### src/rtl/wb_arbiter_2x1.sv
// -----------------------------------------------------------------------------
// wb_arbiter_2x1
// Two-master, one-slave Wishbone arbiter with round-robin fairness and a
// bus-error timeout for slaves that never acknowledge.
//
// Ports
//   clk, rst                 : clock, synchronous active-high reset
//   m0_* (UART bridge)       : cyc/stb/we/adr/dat in, dat/ack/err out
//   m1_* (core)              : same as master 0
//   s_cyc_o .. s_dat_o       : slave request side, follows the owner
//   s_dat_i, s_ack_i         : slave read data and acknowledge
//   o_grant                  : one-hot owner (bit N = master N), zero in IDLE
//   o_m1_stall               : master 1 is requesting but does not own the bus
//   dbg_state_o              : current arbiter state (IDLE=0, GNT0=1, GNT1=2)
//
// Handshake: a master owns the slave from the cycle after its cyc is seen
// (one-cycle grant latency) until the cycle its cyc is seen low. While owning,
// its strobe and payload reach the slave combinationally and the slave's
// ack/data come straight back; a transfer completes in any cycle where
// stb=1 and ack=1. A timeout ends the tenure with a one-cycle err instead.
// -----------------------------------------------------------------------------
module wb_arbiter_2x1 #(
  parameter int DATA_WIDTH = 32,
  parameter int ADDR_WIDTH = 32,
  parameter int TIMEOUT    = 16
) (
  input  logic                  clk,
  input  logic                  rst,
  // master 0
  input  logic                  m0_cyc_i,
  input  logic                  m0_stb_i,
  input  logic                  m0_we_i,
  input  logic [ADDR_WIDTH-1:0] m0_adr_i,
  input  logic [DATA_WIDTH-1:0] m0_dat_i,
  output logic [DATA_WIDTH-1:0] m0_dat_o,
  output logic                  m0_ack_o,
  output logic                  m0_err_o,
  // master 1
  input  logic                  m1_cyc_i,
  input  logic                  m1_stb_i,
  input  logic                  m1_we_i,
  input  logic [ADDR_WIDTH-1:0] m1_adr_i,
  input  logic [DATA_WIDTH-1:0] m1_dat_i,
  output logic [DATA_WIDTH-1:0] m1_dat_o,
  output logic                  m1_ack_o,
  output logic                  m1_err_o,
  // slave
  output logic                  s_cyc_o,
  output logic                  s_stb_o,
  output logic                  s_we_o,
  output logic [ADDR_WIDTH-1:0] s_adr_o,
  output logic [DATA_WIDTH-1:0] s_dat_o,
  input  logic [DATA_WIDTH-1:0] s_dat_i,
  input  logic                  s_ack_i,
  // status
  output logic [1:0]            o_grant,
  output logic                  o_m1_stall,
  output logic [1:0]            dbg_state_o
);

  localparam int CW = $clog2(TIMEOUT + 1);

  typedef enum logic [1:0] {
    IDLE = 2'd0,
    GNT0 = 2'd1,
    GNT1 = 2'd2
  } state_e;

  state_e          state_q;
  logic            last_q;   // master that was granted most recently
  logic [CW-1:0]   cnt_q;    // unacknowledged strobe cycles in this tenure
  logic [1:0]      grant_q;

  // Signals of whichever master currently owns the bus
  logic                  granted;
  logic                  sel_cyc;
  logic                  sel_stb;
  logic                  sel_we;
  logic [ADDR_WIDTH-1:0] sel_adr;
  logic [DATA_WIDTH-1:0] sel_dat;
  logic                  timeout_hit;
  logic                  ack_ok;

  always_comb begin
    granted = 1'b0;
    sel_cyc = 1'b0;
    sel_stb = 1'b0;
    sel_we  = 1'b0;
    sel_adr = '0;
    sel_dat = '0;
    case (state_q)
      GNT0: begin
        granted = 1'b1;
        sel_cyc = m0_cyc_i;
        sel_stb = m0_stb_i;
        sel_we  = m0_we_i;
        sel_adr = m0_adr_i;
        sel_dat = m0_dat_i;
      end
      GNT1: begin
        granted = 1'b1;
        sel_cyc = m1_cyc_i;
        sel_stb = m1_stb_i;
        sel_we  = m1_we_i;
        sel_adr = m1_adr_i;
        sel_dat = m1_dat_i;
      end
      default: ;
    endcase
  end

  // This strobe cycle would be the TIMEOUT-th unacknowledged one. An ack in
  // the same cycle takes priority, so it suppresses the timeout.
  assign timeout_hit = granted && sel_cyc && sel_stb && !s_ack_i && !rst &&
                       (cnt_q == CW'(TIMEOUT - 1));

  // A reset edge aborts the tenure, so no completion is reported during it.
  assign ack_ok = s_ack_i && !rst;

  // Slave side: the owner's request, with cyc/stb pulled low on timeout
  assign s_cyc_o = sel_cyc && !timeout_hit;
  assign s_stb_o = sel_stb && !timeout_hit;
  assign s_we_o  = sel_we;
  assign s_adr_o = sel_adr;
  assign s_dat_o = sel_dat;

  // Master side: only the owner sees the slave's response
  assign m0_dat_o = (state_q == GNT0) ? s_dat_i : '0;
  assign m1_dat_o = (state_q == GNT1) ? s_dat_i : '0;
  assign m0_ack_o = (state_q == GNT0) && ack_ok;
  assign m1_ack_o = (state_q == GNT1) && ack_ok;
  assign m0_err_o = (state_q == GNT0) && timeout_hit;
  assign m1_err_o = (state_q == GNT1) && timeout_hit;

  assign o_grant     = grant_q;
  assign o_m1_stall  = m1_cyc_i && (state_q != GNT1);
  assign dbg_state_o = state_q;

  always_ff @(posedge clk) begin
    if (rst) begin
      state_q <= IDLE;
      last_q  <= 1'b1;   // master 0 wins the first contention
      cnt_q   <= '0;
      grant_q <= 2'b00;
    end else begin
      case (state_q)
        IDLE: begin
          cnt_q <= '0;
          // Master 0 wins if alone, or if both ask and master 1 went last
          if (m0_cyc_i && (!m1_cyc_i || last_q)) begin
            state_q <= GNT0;
            last_q  <= 1'b0;
            grant_q <= 2'b01;
          end else if (m1_cyc_i) begin
            state_q <= GNT1;
            last_q  <= 1'b1;
            grant_q <= 2'b10;
          end
        end
        GNT0, GNT1: begin
          if (timeout_hit || !sel_cyc) begin
            state_q <= IDLE;
            grant_q <= 2'b00;
            cnt_q   <= '0;
          end else if (s_ack_i) begin
            cnt_q <= '0;
          end else if (sel_stb) begin
            cnt_q <= cnt_q + CW'(1);
          end
        end
        default: begin
          state_q <= IDLE;
          grant_q <= 2'b00;
          cnt_q   <= '0;
        end
      endcase
    end
  end

endmodule

### config.mk
export PLATFORM = sky130hd
export DESIGN_NAME = wb_arbiter_2x1
export DESIGN_NICKNAME = d
export VERILOG_FILES = /design/src/rtl/wb_arbiter_2x1.sv
export SDC_FILE = /design/constraint.sdc
export NUM_CORES = 1
export LEC_CHECK = 0
export ABC_CLOCK_PERIOD_IN_PS = 2900
export BUFFER_PORTS_ARGS = -buffer_cell sky130_fd_sc_hd__buf_2
export CAP_MARGIN = 20
export CORE_AREA = 2 2 119 121
export DETAILED_ROUTE_END_ITERATION = 10
export DIE_AREA = 0 0 121 123
export PLACE_DENSITY = 0.45
export SLEW_MARGIN = 20
export SYNTH_ARGS = -nofsm -noshare
export SYNTH_HDL_FRONTEND = slang
export SYNTH_SLANG_ARGS = --single-unit
### constraint.sdc
create_clock -name clk -period 2.9 [get_ports clk]
set_input_delay 0.29 -clock clk [delete_from_list [all_inputs] [get_ports clk]]
set_output_delay 0.29 -clock clk [all_outputs]
set_load 0.02 [all_outputs]
; ---- Word level (Yosys, flattened, before mapping)
; Index checks and enable logic that the tools add are counted.
; Widths: inputs -> output; s select.
[totals]
ff_bits = 8
output_inout_bits = 140
word_cells = 52
input_bits = 169
[classes]
bitwise_logic = 1
n_reduce_logical = 27
add_sub_neg = 1
eq_ne = 6
muxes = 14
[op_table]
columns = op, n
row1 = $pmux 32 s2, 2
row2 = $mux 32, 2
row3 = $logic_and 1x1->1, 14
row4 = $mux 2, 3
row5 = $pmux 1 s2, 3
row6 = $add 5x1->5 const B, 1
row7 = $eq 5x4->1 const B, 1
row8 = $logic_not 1->1, 5
row9 = $pmux 2 s2, 1
row10 = $reduce_and 2->1, 2
row11 = $reduce_or 4->1, 1
row12 = $mux 1, 3
row13 = $ne 3x3->1 const B, 1
row14 = $eq 2x1->1 const B, 1
row15 = $eq 2x2->1 const B, 1
row16 = $logic_not 2->1, 1
row17 = $logic_or 1x1->1, 2
row18 = $ne 2x1->1 const B, 1
row19 = $ne 2x2->1 const B, 1
row20 = $reduce_bool 2->1, 1
row21 = $reduce_or 2->1, 1
row22 = $not 1->1, 1

; ---- Depth between registers and ports, before layout
[logic_depth]
depth_word = 11
depth_mapped = 7

; ---- Least setup slack after synthesis
; No wires, ideal clock.
[synth_timing]
path_type = flip-flop to output port
start = reg o_grant[0] (netlist name)
end = out s_adr_o[19]
required_ps = 2610
arrival_ps = 1628
n_path_buf = 2
slack_ps = 982
stages_incl_launch_ff = 6
path_cell_list = dfxtp_1 -> inv_1 -> ha_1 -> buf_2 -> clkbuf_1 -> nor2b_1
[synth_rtl]
columns = item, line_no
row1 = end: declaration, 51  ; output logic [ADDR_WIDTH-1:0] s_adr_o,

==> run_summary.xml <==
<?xml version="1.0" encoding="UTF-8"?>
<metrics>
  <group name="status">
    <metric name="run_status" unit="">finished, final reports clean</metric>
  </group>
  <group name="worst_setup_path">
    <metric name="path_cells" unit="">inv_1, ha_2, buf_4, nand3_1, nor2_1, and2_1, buf_2</metric>
    <metric name="critPathBufInv" unit="">3</metric>
    <metric name="timing.reg2reg.setup_slack" unit="ns">0.98</metric>
    <metric name="worst_path_largest_cell_delay" unit="ns">0.40</metric>
    <metric name="timing.critical_path.to_type" unit="">primary output</metric>
    <metric name="timing.setup.critical_path_class" unit="">flop to primary output</metric>
    <metric name="cp.required" unit="ns">2.61</metric>
    <metric name="path_delay_family" unit="">buffers and inverters</metric>
    <metric name="worst_ep_arrival_time" unit="ns">2.05</metric>
    <metric name="worst_path_max_delay_cell" unit="">sky130_fd_sc_hd__dfxtp_1</metric>
    <metric name="critical_path.max_fanout" unit="">41</metric>
    <metric name="critical_path.startpoint_type" unit="">flop</metric>
  </group>
  <group name="clock_network">
    <metric name="cts_hold_repair.buffers" unit="">0</metric>
    <metric name="clock_buffer_count_from_cts" unit="">3</metric>
    <metric name="post-cts-setup-buffers" unit="">0</metric>
    <metric name="cts_tree" unit="">yes</metric>
    <metric name="cts-htree-levels" unit="">1</metric>
    <metric name="tritoncts_num_sinks" unit="">8</metric>
    <metric name="maximum_number_of_buffers_from_clock_root_to_sink" unit="">2</metric>
    <metric name="worst_setup_hold_path_clk_slew" unit="ns">0.04</metric>
    <metric name="cts_resized" unit="">0</metric>
    <metric name="worstSkewPairLatency" unit="ns">0.24</metric>
    <metric name="clock_root_buffer" unit="">sky130_fd_sc_hd__clkbuf_16</metric>
  </group>
  <group name="floorplan">
    <metric name="floorplan.initialDensity" unit="">0.145</metric>
    <metric name="num_rows" unit="">43</metric>
    <metric name="pin_count" unit="">309</metric>
    <metric name="chipWidth" unit="um">121</metric>
    <metric name="die_height" unit="um">123</metric>
    <metric name="core_area" unit="um2">13600</metric>
    <metric name="floorplan.die_area" unit="um2">14900</metric>
  </group>
  <group name="logic_synthesis">
    <metric name="synth-seq-cells" unit="">8</metric>
    <metric name="synth.yosys.warnings" unit="">0</metric>
    <metric name="yosysMostFrequentCell" unit="">sky130_fd_sc_hd__and2_1</metric>
    <metric name="yosys.cell_types.count" unit="">31</metric>
    <metric name="postSynthAreaPerCell" unit="um2">6.92</metric>
    <metric name="yosys-top-cells-area" unit="">sky130_fd_sc_hd__a22oi_1 (25%), sky130_fd_sc_hd__and2_1 (21%), sky130_fd_sc_hd__nor2b_1 (21%), sky130_fd_sc_hd__dfxtp_1 (8.1%), sky130_fd_sc_hd__clkbuf_1 (3.6%)</metric>
    <metric name="syn_nets" unit="">460</metric>
    <metric name="yosysTopAreaCellShare" unit="">0.250</metric>
    <metric name="seq_area_frac_synth" unit="">0.0810</metric>
    <metric name="synthFlopType" unit="">sky130_fd_sc_hd__dfxtp_1</metric>
    <metric name="yosys.area.top_type" unit="">sky130_fd_sc_hd__a22oi_1</metric>
    <metric name="synth_commonest_cells" unit="">sky130_fd_sc_hd__and2_1 (67), sky130_fd_sc_hd__a22oi_1 (66), sky130_fd_sc_hd__nor2b_1 (65)</metric>
    <metric name="count_of_mapped_cells_out_of_synthesis" unit="">286</metric>
    <metric name="post_synthesis_instance_area" unit="um2">1980</metric>
    <metric name="synthArstFlopShare" unit="">0</metric>
    <metric name="synth_edf_count" unit="">0</metric>
  </group>
  <group name="global_route">
    <metric name="first_pass_grt_wire_length" unit="um">13500</metric>
    <metric name="gr-usage-all-layers" unit="">0.110</metric>
    <metric name="grt_antenna_before_repair" unit="">0</metric>
    <metric name="gr-total-overflow" unit="">0</metric>
    <metric name="first_global_vias" unit="">2685</metric>
    <metric name="maximum_number_of_pins_on_one_net_before_global_route_repair" unit="">59</metric>
  </group>
  <group name="placement">
    <metric name="placement.setup.worst_slack" unit="ns">0.824</metric>
    <metric name="placement.io_buffers" unit="">308</metric>
    <metric name="gp_congestion" unit="">0.706</metric>
    <metric name="hpwlAfterDp" unit="um">8030</metric>
  </group>
  <group name="power_and_ir_drop">
    <metric name="p_leak" unit="nW">2.03</metric>
    <metric name="max-vdd-ir-drop" unit="mV">0.274</metric>
    <metric name="p_per_area" unit="nW/um2">276</metric>
  </group>
  <group name="timing">
    <metric name="finalCriticalPeriod" unit="ns">2.34</metric>
    <metric name="setup_repair_after_global_routing_missed_its_margin" unit="">false</metric>
    <metric name="final-setup-viol-count" unit="">0</metric>
    <metric name="report.final.hold_viol_count" unit="">0</metric>
    <metric name="period_share" unit="">0.807</metric>
    <metric name="worst_slew_margin_rel" unit="">0.654</metric>
    <metric name="setup_slack" unit="ns">0.559</metric>
    <metric name="worst-slew-pin-transition" unit="ns">0.519</metric>
    <metric name="fin_setup_tns" unit="ns">0</metric>
    <metric name="finClkSkew" unit="ns">0.00668</metric>
    <metric name="drv_slew" unit="">0</metric>
    <metric name="max_freq" unit="GHz">0.427</metric>
  </group>
  <group name="layout">
    <metric name="utilization" unit="">0.275</metric>
    <metric name="nets" unit="">746</metric>
    <metric name="antennaDiodeCount" unit="">0</metric>
    <metric name="final_layout_size_suffix_gt1_frac" unit="">0.574</metric>
    <metric name="area.growth.synth_to_final" unit="%">89.1</metric>
  </group>
  <group name="detailed_routing">
    <metric name="drt-wirelength-per-cell" unit="um">13.2</metric>
    <metric name="first_pass_iters" unit="">4</metric>
    <metric name="vias" unit="">3156</metric>
    <metric name="initialDrtViolationCount" unit="">86</metric>
    <metric name="post_drt_via_cell_ratio" unit="">4.21</metric>
    <metric name="postRouteAntennaNets" unit="">0</metric>
    <metric name="detail_route.drc_violations" unit="">0</metric>
    <metric name="totalWireLength" unit="um">9910</metric>
  </group>
  <group name="flow_run">
    <metric name="maxCapViolCount" unit="">0</metric>
  </group>
  <group name="min_path">
    <metric name="timing.hold.worst.class" unit="">input pin to flop</metric>
  </group>
</metrics>
[report_power, final]
group / switching [mW] / leakage, nW / internal, mW
combinational: 0.381 / 1.93 / 0.294
sequential: 0.00487 / 0.0650 / 0.115
clock: 0.0604 / 0.0370 / 0.178
total: 0.447 / 2.03 / 0.587
[registers in the layout, summed over array words and instances, names as in the netlist]
register	count
o_grant	2
cnt_q	5
last_q	1
[routing by layer]
| layer | routed length [um] | track usage | vias up |
|---|---|---|---|
| li1 | - | - | 1565 |
| met1 | 3960 | 0.135 | 1452 |
| met2 | 5090 | 0.206 | 133 |
| met3 | 783 | 0.0166 | 6 |
| met4 | 70 | 0.0167 | 0 |
| met5 | 0 | 0 | - |
[cells in the final DEF (no fill, tap or decap), drive strengths merged, types with 2 or more instances in the layout]
master / n
nand3: 6
and2: 68
nor2b: 65
a21oi: 3
dfxtp: 8
and3: 2
a22o: 2
o32ai: 2
xor2: 3
ha: 5
and3b: 2
buf: 313
a22oi: 66
nor2: 7
clkbuf: 3
nand2: 4
inv: 4
[per-stage QoR]
step	power (mW)	hold slack (ns)	instance area, um2	std cells
global placement	0.798	0.460	3660	747
CTS	1.05	0.365	3740	750
detailed placement	0.802	0.465	3660	747
finish	1.03	0.368	3740	750
floorplan	0.535	0.397	1980	286
global route	1.11	0.391	3740	750
[worst paths after layout]
path,startpoint,endpoint,depth (start not counted)
worst max-delay path,o_grant[1],m0_err_o,7
worst min-delay path,rst,last_q,2
worst max register to register,o_grant[1],cnt_q[4],6
worst min register to register,cnt_q[1],cnt_q[1],2
[logic make-up after synthesis]
logic type	count (synthesis)	share of synthesized area
and+or+nand+nor	157	0.492
xor gates and xnor gates	3	0.0133
DFF	8	0.0810
buffers and inverters	36	0.0822
AOI/OAI and AO/OA	77	0.300
adders and majority gates	5	0.0316
[worst reg2reg max path, delay by kind of cell, from the launching register on]
family	cells	cell delay, ns
AOI/OAI and AO/OA	1	0.27
adders and majority gates	1	0.36
buffers and inverters	2	0.43
DFF	1	0.40
and+or+nand+nor	2	0.38
[final cells by class]
type                       count  area [um2]
sequential                     8         160
tap                          180         225
timing repair buffer         313        1590
fill                        1523        9870
inverter                       4        15.0
multi-input combinational    242        1670
clock buffer                   3        75.1
(Power assumes the default switching activity.)
